--- config.mk ---
export PLATFORM = sky130hd
export DESIGN_NAME = countup_nbit_mod
export DESIGN_NICKNAME = d
export VERILOG_FILES = /design/src/rtl/countup_nbit_mod.sv
export SDC_FILE = /design/constraint.sdc
export NUM_CORES = 1
export LEC_CHECK = 0
export ABC_AREA = 1
export CELL_PAD_IN_SITES_DETAIL_PLACEMENT = 0
export CELL_PAD_IN_SITES_GLOBAL_PLACEMENT = 2
export CORE_MARGIN = 4
export CORE_UTILIZATION = 21
export DETAILED_ROUTE_END_ITERATION = 8
export PLACE_DENSITY_LB_ADDON = 0.12
export RECOVER_POWER = 100
export SLEW_MARGIN = 20
export SYNTH_ARGS = -nofsm -noshare
export SYNTH_HDL_FRONTEND = slang
export SYNTH_SLANG_ARGS = --single-unit
export TNS_END_PERCENT = 20
--- constraint.sdc ---
create_clock -name clk -period 2.7 [get_ports clk]
set_input_delay 0.405 -clock clk [delete_from_list [all_inputs] [get_ports clk]]
set_output_delay 0.405 -clock clk [all_outputs]
set_load 0.01 [all_outputs]
--- src/rtl/countup_nbit_mod.sv ---
// rtl/countup_nbit_mod.sv - up/down modulo counter with clear, load, programmable terminal and wrap/saturate mode
module countup_nbit_mod #(
    parameter int WIDTH    = 3,
    parameter bit SATURATE = 1'b0
) (
    input  logic             clk,
    input  logic             rst,
    input  logic             en,
    input  logic             clr,
    input  logic             ld,
    input  logic [WIDTH-1:0] D,
    input  logic             up,
    input  logic [WIDTH-1:0] last,
    output logic [WIDTH-1:0] Q,
    output logic             tc,
    output logic             wrap,
    output logic             ovf
);

    logic [WIDTH-1:0] q_next;
    logic             wrap_next;
    logic             ovf_next;

    // The terminal check happens before stepping, so Q+1 / Q-1 never leave WIDTH bits.
    assign tc = up ? (Q >= last) : (Q == '0);

    always_comb begin
        q_next    = Q;
        wrap_next = 1'b0;
        ovf_next  = ovf;
        if (en) begin
            if (clr) begin
                q_next   = '0;
                ovf_next = 1'b0;
            end else if (ld) begin
                q_next = D;
            end else if (tc) begin
                wrap_next = 1'b1;
                ovf_next  = 1'b1;
                if (!SATURATE) begin
                    q_next = up ? '0 : last;
                end
            end else begin
                q_next = up ? (Q + WIDTH'(1)) : (Q - WIDTH'(1));
            end
        end
    end

    always_ff @(posedge clk or negedge rst) begin
        if (!rst) begin
            Q    <= '0;
            wrap <= 1'b0;
            ovf  <= 1'b0;
        end else begin
            Q    <= q_next;
            wrap <= wrap_next;
            ovf  <= ovf_next;
        end
    end

endmodule

==> flow_summary.json, run 1 <==
{
  "setup-tns-final_ns": 0,
  "fin_nets": 107,
  "wl_per_cell_um": 9.923,
  "final_max_slew_viol_count": 0,
  "layout_common_cells": "nand2_1 (30), inv_1 (11), nor2_1 (9), clkdlybuf4s50_1 (9), dlygate4sd3_1 (7)",
  "synth_compound_area_share_pct": 4.956,
  "ctsHtreeMaxLevel": 1,
  "dp_cells": 113,
  "wl_met3_um": 49,
  "clockRootBuffer": "clkbuf_4",
  "initial_core_util_pct": 22.10,
  "crit_type": "primary input to primary output",
  "yosysSeqAreaShare_pct": 29.15,
  "comb_power_share_pct": 38.9,
  "drive_above_1_share_pct": 5.556,
  "n_antenna_cell": 0,
  "ios": 18,
  "vias": 461,
  "nFillCells": 212,
  "die_area_mm2": 0.002831,
  "swShare_pct": 33.73,
  "required_ns": 2.30,
  "endpoint_kind": "primary output",
  "vdd_drop_max_v": 0.0002224,
  "rsz0062_at_grt": "false",
  "groute.usage.overall_pct": 9.953,
  "synthCells": 69,
  "max_slew_margin_pct": 83.79,
  "ff2ff_setup_slack_ns": 1.20,
  "first_pass_iters": 4,
  "synth-seq-cells": 5,
  "p_clk_share_pct": 29.8,
  "path_cells": "dlygate4sd3_1 -> inv_1 -> ha_1 -> a21oi_2 -> nand2_1 -> nand2_1 -> nand2_1 -> dlymetal6s2s_1",
  "antenna_left": 0,
  "critPathLaunchType": "primary input",
  "sequentialPowerShare_pct": 31.3,
  "p_int_mw": 0.1961,
  "critPathMaxStageDelay_ns": 0.52,
  "hpwl_um": 961.6,
  "synth_top_family_by_area": "simple AND/OR/NAND/NOR gates",
  "cts_sinks": 5,
  "grt_pass1_vias": 470,
  "place_area_um2": 633.1,
  "muxShareOfSynthArea_pct": 0,
  "clock.fmax_ghz": 0.4396,
  "fin_crit_ns": 2.275,
  "startpoint": "last[2]",
  "finalHoldViolations": 0,
  "initialDrtViolationCount": 13,
  "grt_pass1_wl_um": 1938,
  "synth-simple-area-share_pct": 39.94,
  "clkLatencyLatePin_ns": 0.24,
  "yosys_warnings": 0,
  "die_x_um": 53.21,
  "power_switching_mw": 0.09980,
  "cts_buffers": 3,
  "critPathMaxFanout": 3,
  "hp-class": "primary input to asynchronous set/reset pin",
  "critical_path.most_common_cell": "nand2_1",
  "cts_tree": "done",
  "syn_area_um2": 429.2,
  "holdWs_ns": 0.4571,
  "synthAdderAreaFrac_pct": 13.41,
  "route.met2.wl_um": 593,
  "routed_wl_um": 1161,
  "drc": 0,
  "layout_commonest_cell": "nand2_1",
  "crit_end": "tc",
  "met1_length_um": 508,
  "crit_arrival_ns": 1.87,
  "clk_pin_slew_ns": 0.05,
  "r2r_end": "Q[1]",
  "syn_nets": 85,
  "avgSynthCellArea_um2": 6.220,
  "slowest_stage": "dlygate4sd3_1",
  "rows": 16,
  "finalSetupViolCount": 0,
  "synth_xor_area_share_pct": 2.041,
  "core_area_mm2": 0.001942,
  "skew_ns": 0.001495,
  "synth.distinct_cells": 13,
  "cts_buffer_depth": 2,
  "cts_hold_buf": 0,
  "design_area_um2": 661.9,
  "viasPerCell": 3.940,
  "leakage_nw": 0.3822,
  "port_buffers": 17,
  "powerDensity_mw_per_mm2": 447.0,
  "overflow": 0,
  "cap_violations": 0,
  "antenna_found_initial": 0,
  "post-route-period-util_pct": 84.24,
  "worst_slew_pin_slew_ns": 0.2424,
  "dieHeight_um": 53.21,
  "syn_to_final_growth_pct": 54.23,
  "status": "finished clean",
  "top_layer": "met4",
  "grt_start_max_net_pins": 7,
  "final_cells": 117,
  "r2r_cells": 11,
  "gp_congestion": 0.7502,
  "reg2reg_from": "Q[0]"
}
==> timing repair <==
| action | in CTS | in global routing |
|---|---|---|
| gates resized for setup | 0 | 1 |
| setup buffers | 0 | 0 |
| setup endpoints to repair | 0 | 1 |
==> logic make-up after synthesis <==
family,count (synthesis)
DFF,5
xor gates and xnor gates,1
AOI/OAI and AO/OA,3
and+or+nand+nor,44
adders and majority gates,4
buffers and inverters,12
==> critical path: cells and delay by family <==
kind                     cells  cell delay [ns]
adder cells (fa/ha/maj)      1             0.30
AO/OA/AOI/OAI                1             0.17
AND/OR/NAND/NOR              3             0.25
buffers and inverters        3             0.76
==> synthesized netlist by cell type <==
cell type	count	share of area (%)
nand2_1	30	26
inv_1	11	9.6
nor2_1	9	7.9
dfrtp_1	5	29
nand3_1	4	4.7
ha_1	3	8.7
a21oi_2	1	2.0
fa_1	1	4.7
inv_2	1	0.87
nor3_1	1	1.2
o21ai_0	1	1.2
o21bai_1	1	1.7
xnor2_1	1	2.0
==> per-stage QoR <==
step | setup slack, ns | total power, mW | util, %
floorplan | 1.131 | 0.1580 | -
global placement | 0.1237 | 0.2167 | 32.60
detailed placement | 0.1227 | 0.2153 | 32.60
CTS | 0.1149 | 0.3095 | 33.96
global route | 0.2996 | 0.3234 | 34.09
finish | 0.4254 | 0.2959 | 34.09
==> sequential cells by signal, summed over array words and instances (netlist names) <==
signal / count
wrap: 1
Q: 3
ovf: 1
==> power groups by stage <==
stage | clock network [mW] | logic, mW | registers [mW]
2_1_floorplan | 0 | 0.0625 | 0.0955
3_3_place_gp | 0 | 0.122 | 0.0944
3_5_place_dp | 0 | 0.121 | 0.0943
4_1_cts | 0.0937 | 0.122 | 0.0935
5_1_grt | 0.0965 | 0.132 | 0.0947
6_report | 0.0880 | 0.115 | 0.0927
==> routing by layer <==
metal	vias up	track usage, %
li1	248	-
met1	200	10.41
met2	11	17.14
met3	2	1.972
met4	0	7.660
met5	-	0
==> final cells by class <==
type                    count  area [um2]  share of cell area, %
clock buffers               4       26.28                  3.970
inverters                  12       45.04                  6.805
multi-input cells          52       259.0                  39.13
flip-flops and latches      5       125.1                  18.90
well taps                  27       33.78                  5.104
repair buffers             17       172.7                  26.09
==> worst min-delay path by stage <==
stage	cells after the start	endpoint	start	slack (ns)
CTS	1	wrap	rst	0.38
floorplan	0	Q[0]	rst	0.11
finish	1	wrap	rst	0.46
detailed placement	2	ovf	ovf	0.47
global route	1	wrap	rst	0.46
global placement	2	ovf	ovf	0.47
Note: power is estimated with default switching activity, not from simulation.
==> run 2, diff against run 1 <==
--- a/config.mk
+++ b/config.mk
@@ -9,7 +9,7 @@
 export CELL_PAD_IN_SITES_DETAIL_PLACEMENT = 0
 export CELL_PAD_IN_SITES_GLOBAL_PLACEMENT = 2
 export CORE_MARGIN = 4
-export CORE_UTILIZATION = 21
+export CORE_UTILIZATION = 17
 export DETAILED_ROUTE_END_ITERATION = 8
 export PLACE_DENSITY_LB_ADDON = 0.12
 export RECOVER_POWER = 100
==> constraint.sdc (replaced) <==
create_clock -name clk -period 1.9 [get_ports clk]
set_input_delay 0.285 -clock clk [delete_from_list [all_inputs] [get_ports clk]]
set_output_delay 0.285 -clock clk [all_outputs]
set_load 0.01 [all_outputs]
==> run 2 against run 1 <==
Register-to-register slack got worse by 0.91 ns. Largest cell class unchanged. Non-clock buffer count up 12. Die area is 20% higher. Core utilization is 0.59 points lower. Critical path depth grew 2.
==> flow_summary.json, run 2 (synthesized netlist as in run 1, its figures left out) <==
{
  "rows": 17,
  "status": "finished clean",
  "grt_pass1_vias": 497,
  "initial_core_util_pct": 18.68,
  "critPathLaunchType": "primary input",
  "viasPerCell": 3.800,
  "worst_slew_pin_slew_ns": 0.2320,
  "critPathMaxFanout": 2,
  "dp_slack_ns": -0.3720,
  "drc": 0,
  "finalSetupViolCount": 0,
  "post-route-period-util_pct": 95.05,
  "clkLatencyLatePin_ns": 0.24,
  "fin_crit_ns": 1.806,
  "syn_to_final_growth_pct": 79.30,
  "wl_per_cell_um": 9.323,
  "cts_hold_buf": 0,
  "max_slew_margin_pct": 84.48,
  "leakage_nw": 0.4291,
  "die_x_um": 58.25,
  "die_area_mm2": 0.003392,
  "cts_sinks": 5,
  "hpwl_um": 1069,
  "endpoint_kind": "primary output",
  "power_mw": 0.4626,
  "skew_ns": 0.001425,
  "clock.fmax_ghz": 0.5537,
  "nFillCells": 267,
  "initialDrtViolationCount": 2,
  "cts_buffers": 3,
  "final_util_pct": 33.50,
  "antenna_left": 0,
  "core_area_mm2": 0.002297,
  "path_cells": "clkdlybuf4s50_1 -> inv_1 -> ha_1 -> nand2_1 -> inv_1 -> nand2_1 -> nand2_1 -> nand2_2 -> nand2_2 -> buf_6",
  "groute.usage.overall_pct": 8.371,
  "critPathMaxStageDelay_ns": 0.45,
  "cp_top_family": "buffers and inverters",
  "rsz0062_at_grt": "false",
  "powerDensity_mw_per_mm2": 601.2,
  "cts_tree": "done",
  "setup_slack_ns": 0.09410,
  "hp-class": "primary input to asynchronous set/reset pin",
  "top_regs": "Q x3, ovf x1, wrap x1",
  "ctsHtreeMaxLevel": 1,
  "finalHoldViolations": 0,
  "port_buffers": 17,
  "first_pass_iters": 2,
  "largest_reg_flops": 3,
  "fin_nets": 119,
  "slowest_stage": "clkdlybuf4s50_1",
  "routed_wl_um": 1212,
  "r2r_cells": 13,
  "crit_arrival_ns": 1.52,
  "grt_pass1_wl_um": 2097,
  "drive_above_1_share_pct": 20.59,
  "critPathBufInv": 4,
  "n_antenna_cell": 0,
  "design_area_um2": 769.5,
  "clk_pin_slew_ns": 0.04,
  "gp_congestion": 0.7320,
  "cts_buffer_depth": 2,
  "crit_type": "primary input to primary output",
  "holdWs_ns": 0.3388,
  "critical_path.most_common_cell": "nand2_1",
  "place_area_um2": 716.9,
  "top_register": "Q",
  "clockRootBuffer": "clkbuf_4",
  "layout_commonest_cell": "nand2_1",
  "cp.depth": 10,
  "ff2ff_setup_slack_ns": 0.29,
  "antenna_found_initial": 0,
  "required_ns": 1.62,
  "cap_violations": 0,
  "ios": 18,
  "vdd_drop_max_v": 0.0002470,
  "layout_common_cells": "nand2_1 (28), inv_1 (11), buf_4 (10)",
  "final_max_slew_viol_count": 0,
  "grt_start_max_net_pins": 7,
  "vias": 494,
  "dieHeight_um": 58.25,
  "overflow": 0
}
[run 2: cell type report]
class,count,area [um2],share of cell area [%]
clock buffer,4,26.28,3.415
inverter,12,45.04,5.854
multi-input combinational,52,276.5,35.93
sequential,5,125.1,16.26
tap,28,35.03,4.553
timing repair buffer,29,261.5,33.98
[run 2: per-stage QoR]
step,instances,setup TNS [ns]
after floorplan,69,0
after global placement,125,-0.3682
after detailed placement,125,-0.3824
after CTS,129,0
after global routing,130,0
final,130,0
[run 2: final timing paths]
kind,endpoint,start
max in group asynchronous,ovf,rst
worst min-delay path,Q[0],rst
min in group clk,ovf,ovf
worst max-delay path,tc,last[1]
worst min register to register,ovf,ovf
worst max register to register,Q[0],Q[1]
[run 2: timing repair]
item                       CTS  global route
resized for setup            4             4
buffers inserted             0             1
hold endpoints to repair     0             0
setup endpoints to repair    1             1
pin swaps                    1             0
[run 2: power by group]
group	internal, mW	leakage (nW)	switching, mW
registers	0.118	0.0660	0.0108
logic	0.117	0.348	0.0970
clock network	0.0792	0.0150	0.0404
[run 2: layer usage]
metal / vias to the layer above / routed length (um) / part of all wire (%) / global-route usage, %
li1: 273 / - / - / -
met1: 206 / 607 / 50 / 11.04
met2: 11 / 520 / 43 / 11.77
met3: 4 / 67 / 5.5 / 2.673
met4: 0 / 17 / 1.4 / 4.967
met5: - / 0 / 0 / 0
